--- config.mk ---
export PLATFORM = sky130hd
export DESIGN_NAME = regfile_scoreboard
export DESIGN_NICKNAME = d
export VERILOG_FILES = /design/src/rtl/regfile_scoreboard.sv
export SDC_FILE = /design/constraint.sdc
export NUM_CORES = 2
export LEC_CHECK = 0
export BUFFER_PORTS_ARGS = -buffer_cell sky130_fd_sc_hd__buf_4
export CAP_MARGIN = 20
export CORE_ASPECT_RATIO = 2
export CORE_MARGIN = 2
export CORE_UTILIZATION = 53
export DETAILED_ROUTE_END_ITERATION = 16
export GPL_TIMING_DRIVEN = 1
export PLACE_DENSITY = 0.69
export SLEW_MARGIN = 5
export SYNTH_ARGS = -nofsm -noshare
export SYNTH_HDL_FRONTEND = slang
export SYNTH_SLANG_ARGS = --single-unit
--- constraint.sdc ---
create_clock -name clk -period 4.7 [get_ports clk]
set_clock_uncertainty 0.05 [all_clocks]
set_input_delay 0.94 -clock clk [delete_from_list [all_inputs] [get_ports clk]]
set_output_delay 0.94 -clock clk [all_outputs]
set_load 0.1 [all_outputs]
--- src/rtl/regfile_scoreboard.sv ---
`default_nettype none
// ============================================================================
// Module   : regfile_scoreboard
// Brief    : Parametrised register file with a per-register pending-write
//            scoreboard. REGFILE_BYPASS_EN forwards writeback data to reads.
// Revision : 1.0 - initial release
// ============================================================================
module regfile_scoreboard #(
    parameter int  XLEN      = 32,
    parameter int  REG_COUNT = 32,
    parameter int  NUM_READ  = 2,
    parameter int  CNT_W     = 2,
    localparam int AW        = $clog2(REG_COUNT)
) (
    input  logic                     clk,
    input  logic                     rst_n,
    input  logic [NUM_READ*AW-1:0]   rd_addr_i,
    output logic [NUM_READ*XLEN-1:0] rd_data_o,
    output logic [NUM_READ-1:0]      rd_busy_o,
    input  logic                     issue_valid_i,
    input  logic [AW-1:0]            issue_rd_i,
    output logic                     issue_ready_o,
    input  logic                     wb_valid_i,
    input  logic [AW-1:0]            wb_rd_i,
    input  logic [XLEN-1:0]          wb_data_i,
    input  logic                     flush_i,
    output logic                     hazard_o
);

    localparam logic [CNT_W-1:0] CNT_MAX = '1;

    logic [XLEN-1:0]  regs_q [REG_COUNT];
    logic [XLEN-1:0]  regs_d [REG_COUNT];
    logic [CNT_W-1:0] cnt_q  [REG_COUNT];
    logic [CNT_W-1:0] cnt_d  [REG_COUNT];

    logic wb_en;
    logic wb_dec;
    logic issue_fire;

    assign wb_en  = wb_valid_i && (wb_rd_i != '0);
    assign wb_dec = wb_en && (cnt_q[wb_rd_i] != '0);

    // A saturated destination is still accepted when its retiring write lands this cycle.
    assign issue_ready_o = (issue_rd_i == '0)
                        || (cnt_q[issue_rd_i] != CNT_MAX)
                        || (wb_dec && (wb_rd_i == issue_rd_i));

    assign issue_fire = issue_valid_i && issue_ready_o && (issue_rd_i != '0) && !flush_i;

    always_comb begin
        for (int r = 0; r < REG_COUNT; r++) begin
            regs_d[r] = regs_q[r];
            cnt_d[r]  = cnt_q[r];
            if (wb_en && (wb_rd_i == AW'(r))) begin
                regs_d[r] = wb_data_i;
            end
            if (flush_i) begin
                cnt_d[r] = '0;
            end else begin
                cnt_d[r] = cnt_q[r]
                         + CNT_W'(issue_fire && (issue_rd_i == AW'(r)))
                         - CNT_W'(wb_dec && (wb_rd_i == AW'(r)));
            end
        end
    end

    always_ff @(posedge clk or negedge rst_n) begin
        if (!rst_n) begin
            for (int r = 0; r < REG_COUNT; r++) begin
                regs_q[r] <= '0;
                cnt_q[r]  <= '0;
            end
        end else begin
            for (int r = 0; r < REG_COUNT; r++) begin
                regs_q[r] <= regs_d[r];
                cnt_q[r]  <= cnt_d[r];
            end
        end
    end

    for (genvar k = 0; k < NUM_READ; k++) begin : g_rd_port
        logic [AW-1:0] addr;
        assign addr = rd_addr_i[k*AW +: AW];
`ifdef REGFILE_BYPASS_EN
        logic wb_hit;
        assign wb_hit = wb_en && (wb_rd_i == addr);
        assign rd_data_o[k*XLEN +: XLEN] = wb_hit ? wb_data_i : regs_q[addr];
        // Busy reflects the count after this cycle's retiring write.
        assign rd_busy_o[k] = (cnt_q[addr] != '0)
                           && !(wb_hit && (cnt_q[addr] == CNT_W'(1)));
`else
        assign rd_data_o[k*XLEN +: XLEN] = regs_q[addr];
        assign rd_busy_o[k] = (cnt_q[addr] != '0);
`endif
    end

    assign hazard_o = |rd_busy_o;

endmodule
`default_nettype wire

; ---- After elaboration in Yosys (flattened, before gate mapping)
; Cells that the tools add are included.
[op_classes]
n_reduce_logical = 113
bitwise = 4
mux = 50
n_shift = 0
n_eq_ne = 64
n_div = 0
n_mul = 0
addsub = 64
magnitude_cmp = 4
[ops]
columns = operator, count
row1 = 32-bit binary-select mux with 5-bit select, 2
row2 = 5-bit equality test (second input constant), 32
row3 = 32-bit 2-to-1 mux, 4
row4 = 1-bit logical AND, 102
row5 = 5-bit by 4-bit equality test with 1-bit output (second input constant), 16
row6 = 2-bit 2-to-1 mux, 40
row7 = 2-bit by 1-bit adder with 2-bit output, 32
row8 = 2-bit by 1-bit subtractor with 2-bit output, 32
row9 = 2-bit binary-select mux with 5-bit select, 4
row10 = 5-bit by 3-bit equality test with 1-bit output (second input constant), 8
row11 = 6-bit greater-or-equal comparator (second input constant), 4
row12 = 5-bit inverter with 6-bit output, 4
row13 = 5-bit by 2-bit equality test with 1-bit output (second input constant), 4
row14 = 5-bit by 1-bit equality test with 1-bit output (second input constant), 2
row15 = 5-bit zero test, 2
row16 = 5-bit nonzero test, 2
row17 = 2-bit nonzero test, 3
row18 = 5-bit equality test, 1
row19 = 1-bit logical OR, 2
row20 = 2-bit != test (second input constant), 1
row21 = 2-bit OR reduction, 1
row22 = 1-bit zero test, 1
[word_totals]
output_inout_bits = 68
ramBits = 0
inputBits = 57
memories = 0
wordCells = 363
rom_bits = 0
latchBits = 0
register_bits = 1088

; ---- Logic depth before layout (Yosys ltp)
[depth]
word_depth = 15
mapped_depth = 16
ltp_nobuf = 12

; ---- Worst setup path after synthesis
; Ideal clock, no wire load.
[synth_timing]
kind = in2out
startpoint = in rd_addr_i[5]
endpoint = out hazard_o
arrival_time_ns = 4.749
cell_stages = 6
path_buffers = 3
required_ns = 3.710
slack_ns = -1.039
path_cell_list = clkbuf_1 buf_2 buf_1 mux4_2 mux2i_1 or2_2
[synth_via]
elab_chain_cells = 6
[synth_lines]
columns = item, line
row1 = start: declaration, 17  ; input logic [NUM_READ*AW-1:0] rd_addr_i,
row2 = 5-bit inverter with 6-bit output (implied by the code), 94  ; assign rd_busy_o[k] = (cnt_q[addr] != '0);
row3 = 2-bit binary-select mux with 5-bit select, 94
row4 = 2-bit 2-to-1 mux (implied by the code) (2 in a row), 94
row5 = 2-bit nonzero test, 94
row6 = net rd_busy_o[1], 19  ; output logic [NUM_READ-1:0] rd_busy_o,
row7 = 2-bit OR reduction, 98  ; assign hazard_o = |rd_busy_o;
row8 = end: declaration, 27  ; output logic hazard_o
; The timed path passes the listed nets, and every way through them passes these cells. The select of a mux whose other input is x is not followed.

; ---- Worst setup path in the final report
[layout_timing]
startpoint = in rd_addr_i[5]
endpoint = out rd_data_o[62]
[layout_via]
elab_chain_cells = 4
[layout_lines]
columns = item, line
row1 = 5-bit inverter with 6-bit output (implied by the code), 93  ; assign rd_data_o[k*XLEN +: XLEN] = regs_q[addr];
row2 = 32-bit binary-select mux with 5-bit select, 93
row3 = 32-bit 2-to-1 mux (implied by the code) (2 in a row), 93
row4 = end: declaration, 18  ; output logic [NUM_READ*XLEN-1:0] rd_data_o,
; Every way passes these cells. The select of a mux whose other input is x is not followed.

==> metrics.md <==
| Metric | Value |
|---|---|
| Fraction of layout cells with a size suffix above 1 | 56.3% |
| Mapped Avg Cell Area | 15.9 µm² |
| Most Crowded Layer GR | met2 |
| Port bufs | 124 |
| Post-synth EDFFs | 0 |
| Via count | 35384 |
| Commonest non-fill, non-tap cell in the layout | dfrtp_1 |
| Fillers | approximately 8500 |
| Static Leak | 29.4 nW |
| Dominant synthesized flop cell | dfrtp_1 |
| Clk root buf | clkbuf_16 |
| Post-CTS Setup Bufs | 0 |
| Num rows | 173 |
| First-pass GRT wire length | 253 mm |
| FMAX | 0.233 GHz |
| Final Slew Violations | 0 |
| Final Setup Violations | 0 |
| DRC Markers | 0 |
| Resized cells post-CTS | 0 |
| Status | completed |
| Synth Net Count | 3853 |
| Synthesized area | between 50000 and 60000 µm² |
| Hold_buf cts | 0 |
| Synth-to-layout area growth | 12.0% |
| Starting Density | 53.4% |
| Hold Path Class | in2async |
| Max-Cap Viols | 0 |
| CP arrival | around 3.3 ns |
| TritonCTS clock tree | done |
| Crit path max-delay cell type | mux4_2 |
| Worst-path clk slew | 0.06 ns |
| Post-synthesis mux area share | 45.8% |
| Slew at the pin closest to its max-slew limit | 1.08 ns |
| Die width | 240 µm |
| Initial detailed-routing violation count | 2757 |
| Final hold violations | 0 |
| Worst-Skew Late Latency | 0.72 ns |
| Post-synth ARST share | 100% |
| Max VDD drop | ~0.32 mV |
| Fin crit share | around 91% |
| Core Box Area | 111000 µm² |
| Vias in the first global route | between 30000 and 40000 |
| Gate Count Post-Synth | 3732 |
| CP Class | in2out |
| Most frequent cells in the layout | dfrtp_1, mux2_2, mux4_2 |
| M1 GR Usage | 39.3% |
| Initial antenna violation count | 5 |
| H-tree levels | 3 |
| Critical path's largest stage delay | 0.50 ns |
| RSZ-0062 raised after global routing | false |
| Synth Register Bits | between 1000 and 1500 |
| Worst-path fanout max | 21 |
| Die ar. | 114000 µm² |
| CP endpoint kind | output port |
| Met3 usage in global routing | roughly 4.8% |
| Pin count of the biggest net entering global routing | 107 |
| Sequential fraction of the synthesis area | 46.0% |
| Met2 usage | between 50% and 60% |
| Final ANT Viol Nets | 0 |
| Worst-path cell chain | buf_8, buf_12, buf_4, mux4_2, mux4_2, mux2_2, buf_4 |
| GR Util All Layers | 30.4% |
| PwrDens | between 400 and 500 nW/µm² |
| I/O pins | 125 |
| Post-synthesis xor/xnor area fraction | 1.02% |
| Compound-gate portion of the synthesized area | 0.461% |
| RePlAce Congestion | about 0.94 |
| Slew Limit Headroom | 27.9% |
| Hpwl dp | 101 mm |
| DR pass1 iterations | 5 |
| Worst EP required | 3.71 ns |
| Worst setup SP type | input pin |
| Tmin final | 4.29 ns |
| Grt total ovfl | 0 |
| TNS Setup | 0 ns |
| Routed length per instance | 31.8 µm |
| Simple-gate portion of the synthesized area | 2.34% |
| Adder-Cell Fraction of Synth Area | 1.35% |
| Die height | 477 µm |
| Final WL | 168 mm |
| Distinct cells, synth | 52 |
| CTS Sinks | 1088 |
| Synth Warn # | 0 |
| CTS buffer count | 100 |
| Finished Layout Cells | 5271 |
| Largest family of logic cells by synthesized area | multiplexers |
| Vias per Instance | 6.71 |
| Placed cell count | 5088 |
| Clock Tree Buf Depth | 3 |
| Layout Nets | approximately 3800 |
-- metrics by stage --
step	utilization, %	power, mW	area (µm²)	setup slack (ns)	hold WS [ns]
after floorplan	-	16.7	59200	0.104	0.391
after global placement	56.6	18.3	62800	0.439	0.327
after detailed placement	56.6	18.5	62800	0.403	0.334
after CTS	59.8	27.3	66300	0.401	0.144
after global routing	59.8	28.2	66300	0.327	0.154
final	59.8	27.2	66300	0.413	0.128
-- routing by layer --
metal	wire length, µm	share of wire, %
met5	25	0.015
met4	7820	4.7
met3	9020	5.4
met2	86300	51
met1	64500	38
-- worst max-delay path: cells and delay by family --
family,cells,cell delay [ns]
buffers and inverters,4,0.98
multiplexers,3,1.33
-- cell usage after synthesis, types with 2 or more instances --
cell type / count / area, µm²
a211oi_1: 4 / 30.0
a21o_1: 2 / 15.0
a22oi_1: 2 / 15.0
a31oi_1: 3 / 18.8
and2_1: 2 / 12.5
buf_1: 76 / 285
buf_2: 54 / 270
buf_4: 4 / 30.0
clkbuf_1: 275 / 1030
conb_1: 2 / 7.51
dfrtp_1: 1088 / 27200
ha_1: 64 / 801
inv_1: 36 / 135
mux2_1: 85 / 957
mux2_2: 972 / 10900
mux2i_1: 6 / 60.1
mux4_2: 673 / 15200
nand2_1: 45 / 169
nand2_2: 7 / 43.8
nand2b_1: 2 / 12.5
nand3_1: 29 / 145
nand3b_1: 5 / 37.5
nand4_1: 8 / 50.1
nand4b_1: 4 / 35.0
nor2_1: 133 / 499
nor2b_1: 37 / 231
nor3_1: 10 / 50.1
nor3b_1: 3 / 22.5
o2111ai_1: 2 / 17.5
o211ai_1: 4 / 30.0
o21ai_0: 5 / 25.0
or2_2: 3 / 18.8
xnor2_1: 33 / 289
xor2_1: 36 / 315
-- final timing paths --
kind / from / end / slack [ns] / cells after the start
setup / recovery: rd_addr_i[5] / rd_data_o[62] / 0.41 / 7
hold / removal: rst_n / cnt_q[50] / 0.13 / 1
setup reg to reg: cnt_q[3] / cnt_q[51] / 1.24 / 12
hold reg to reg: regs_q[995] / regs_q[995] / 0.34 / 0
max in group asynchronous: rst_n / regs_q[913] / 3.33 / 2
min in group clk: regs_q[995] / regs_q[995] / 0.34 / 0
-- power breakdown --
| group | leakage (nW) | internal (mW) | switching, mW |
|---|---|---|---|
| clock | 1.73 | 5.07 | 3.77 |
| combinational | 13.5 | 3.36 | 2.99 |
| sequential | 14.2 | 10.9 | 1.11 |
-- cell type report --
type / instances / area (µm²) / area share (%)
Antenna cell: 3 / 7.51 / 0.0113
Timing Repair Buffer: 278 / 3070 / 4.63
Tap cell: 1487 / 1860 / 2.81
Inverter: 36 / 135 / 0.204
Clock buffer: 137 / 2930 / 4.41
Clock inverter: 43 / 579 / 0.874
Multi-Input combinational cell: 2199 / 30500 / 46.0
Sequential cell: 1088 / 27200 / 41.1
-- state kept, by name, summed over array words and instances (netlist names) --
| name | flops |
|---|---|
| regs_q | 1024 |
| cnt_q | 64 |
-- cells by family (layout without fill, tap and decap cells) --
family	count (synthesis)	in the layout
XOR/XNOR	69	69
buffers and inverters	445	494
other	2	5
adder cells (fa/ha/maj)	64	64
flip-flops	1088	1088
AO/OA/AOI/OAI	34	34
multiplexers	1736	1736
AND/OR/NAND/NOR	294	294
No activity file was read; power rests on OpenSTA's default activity.
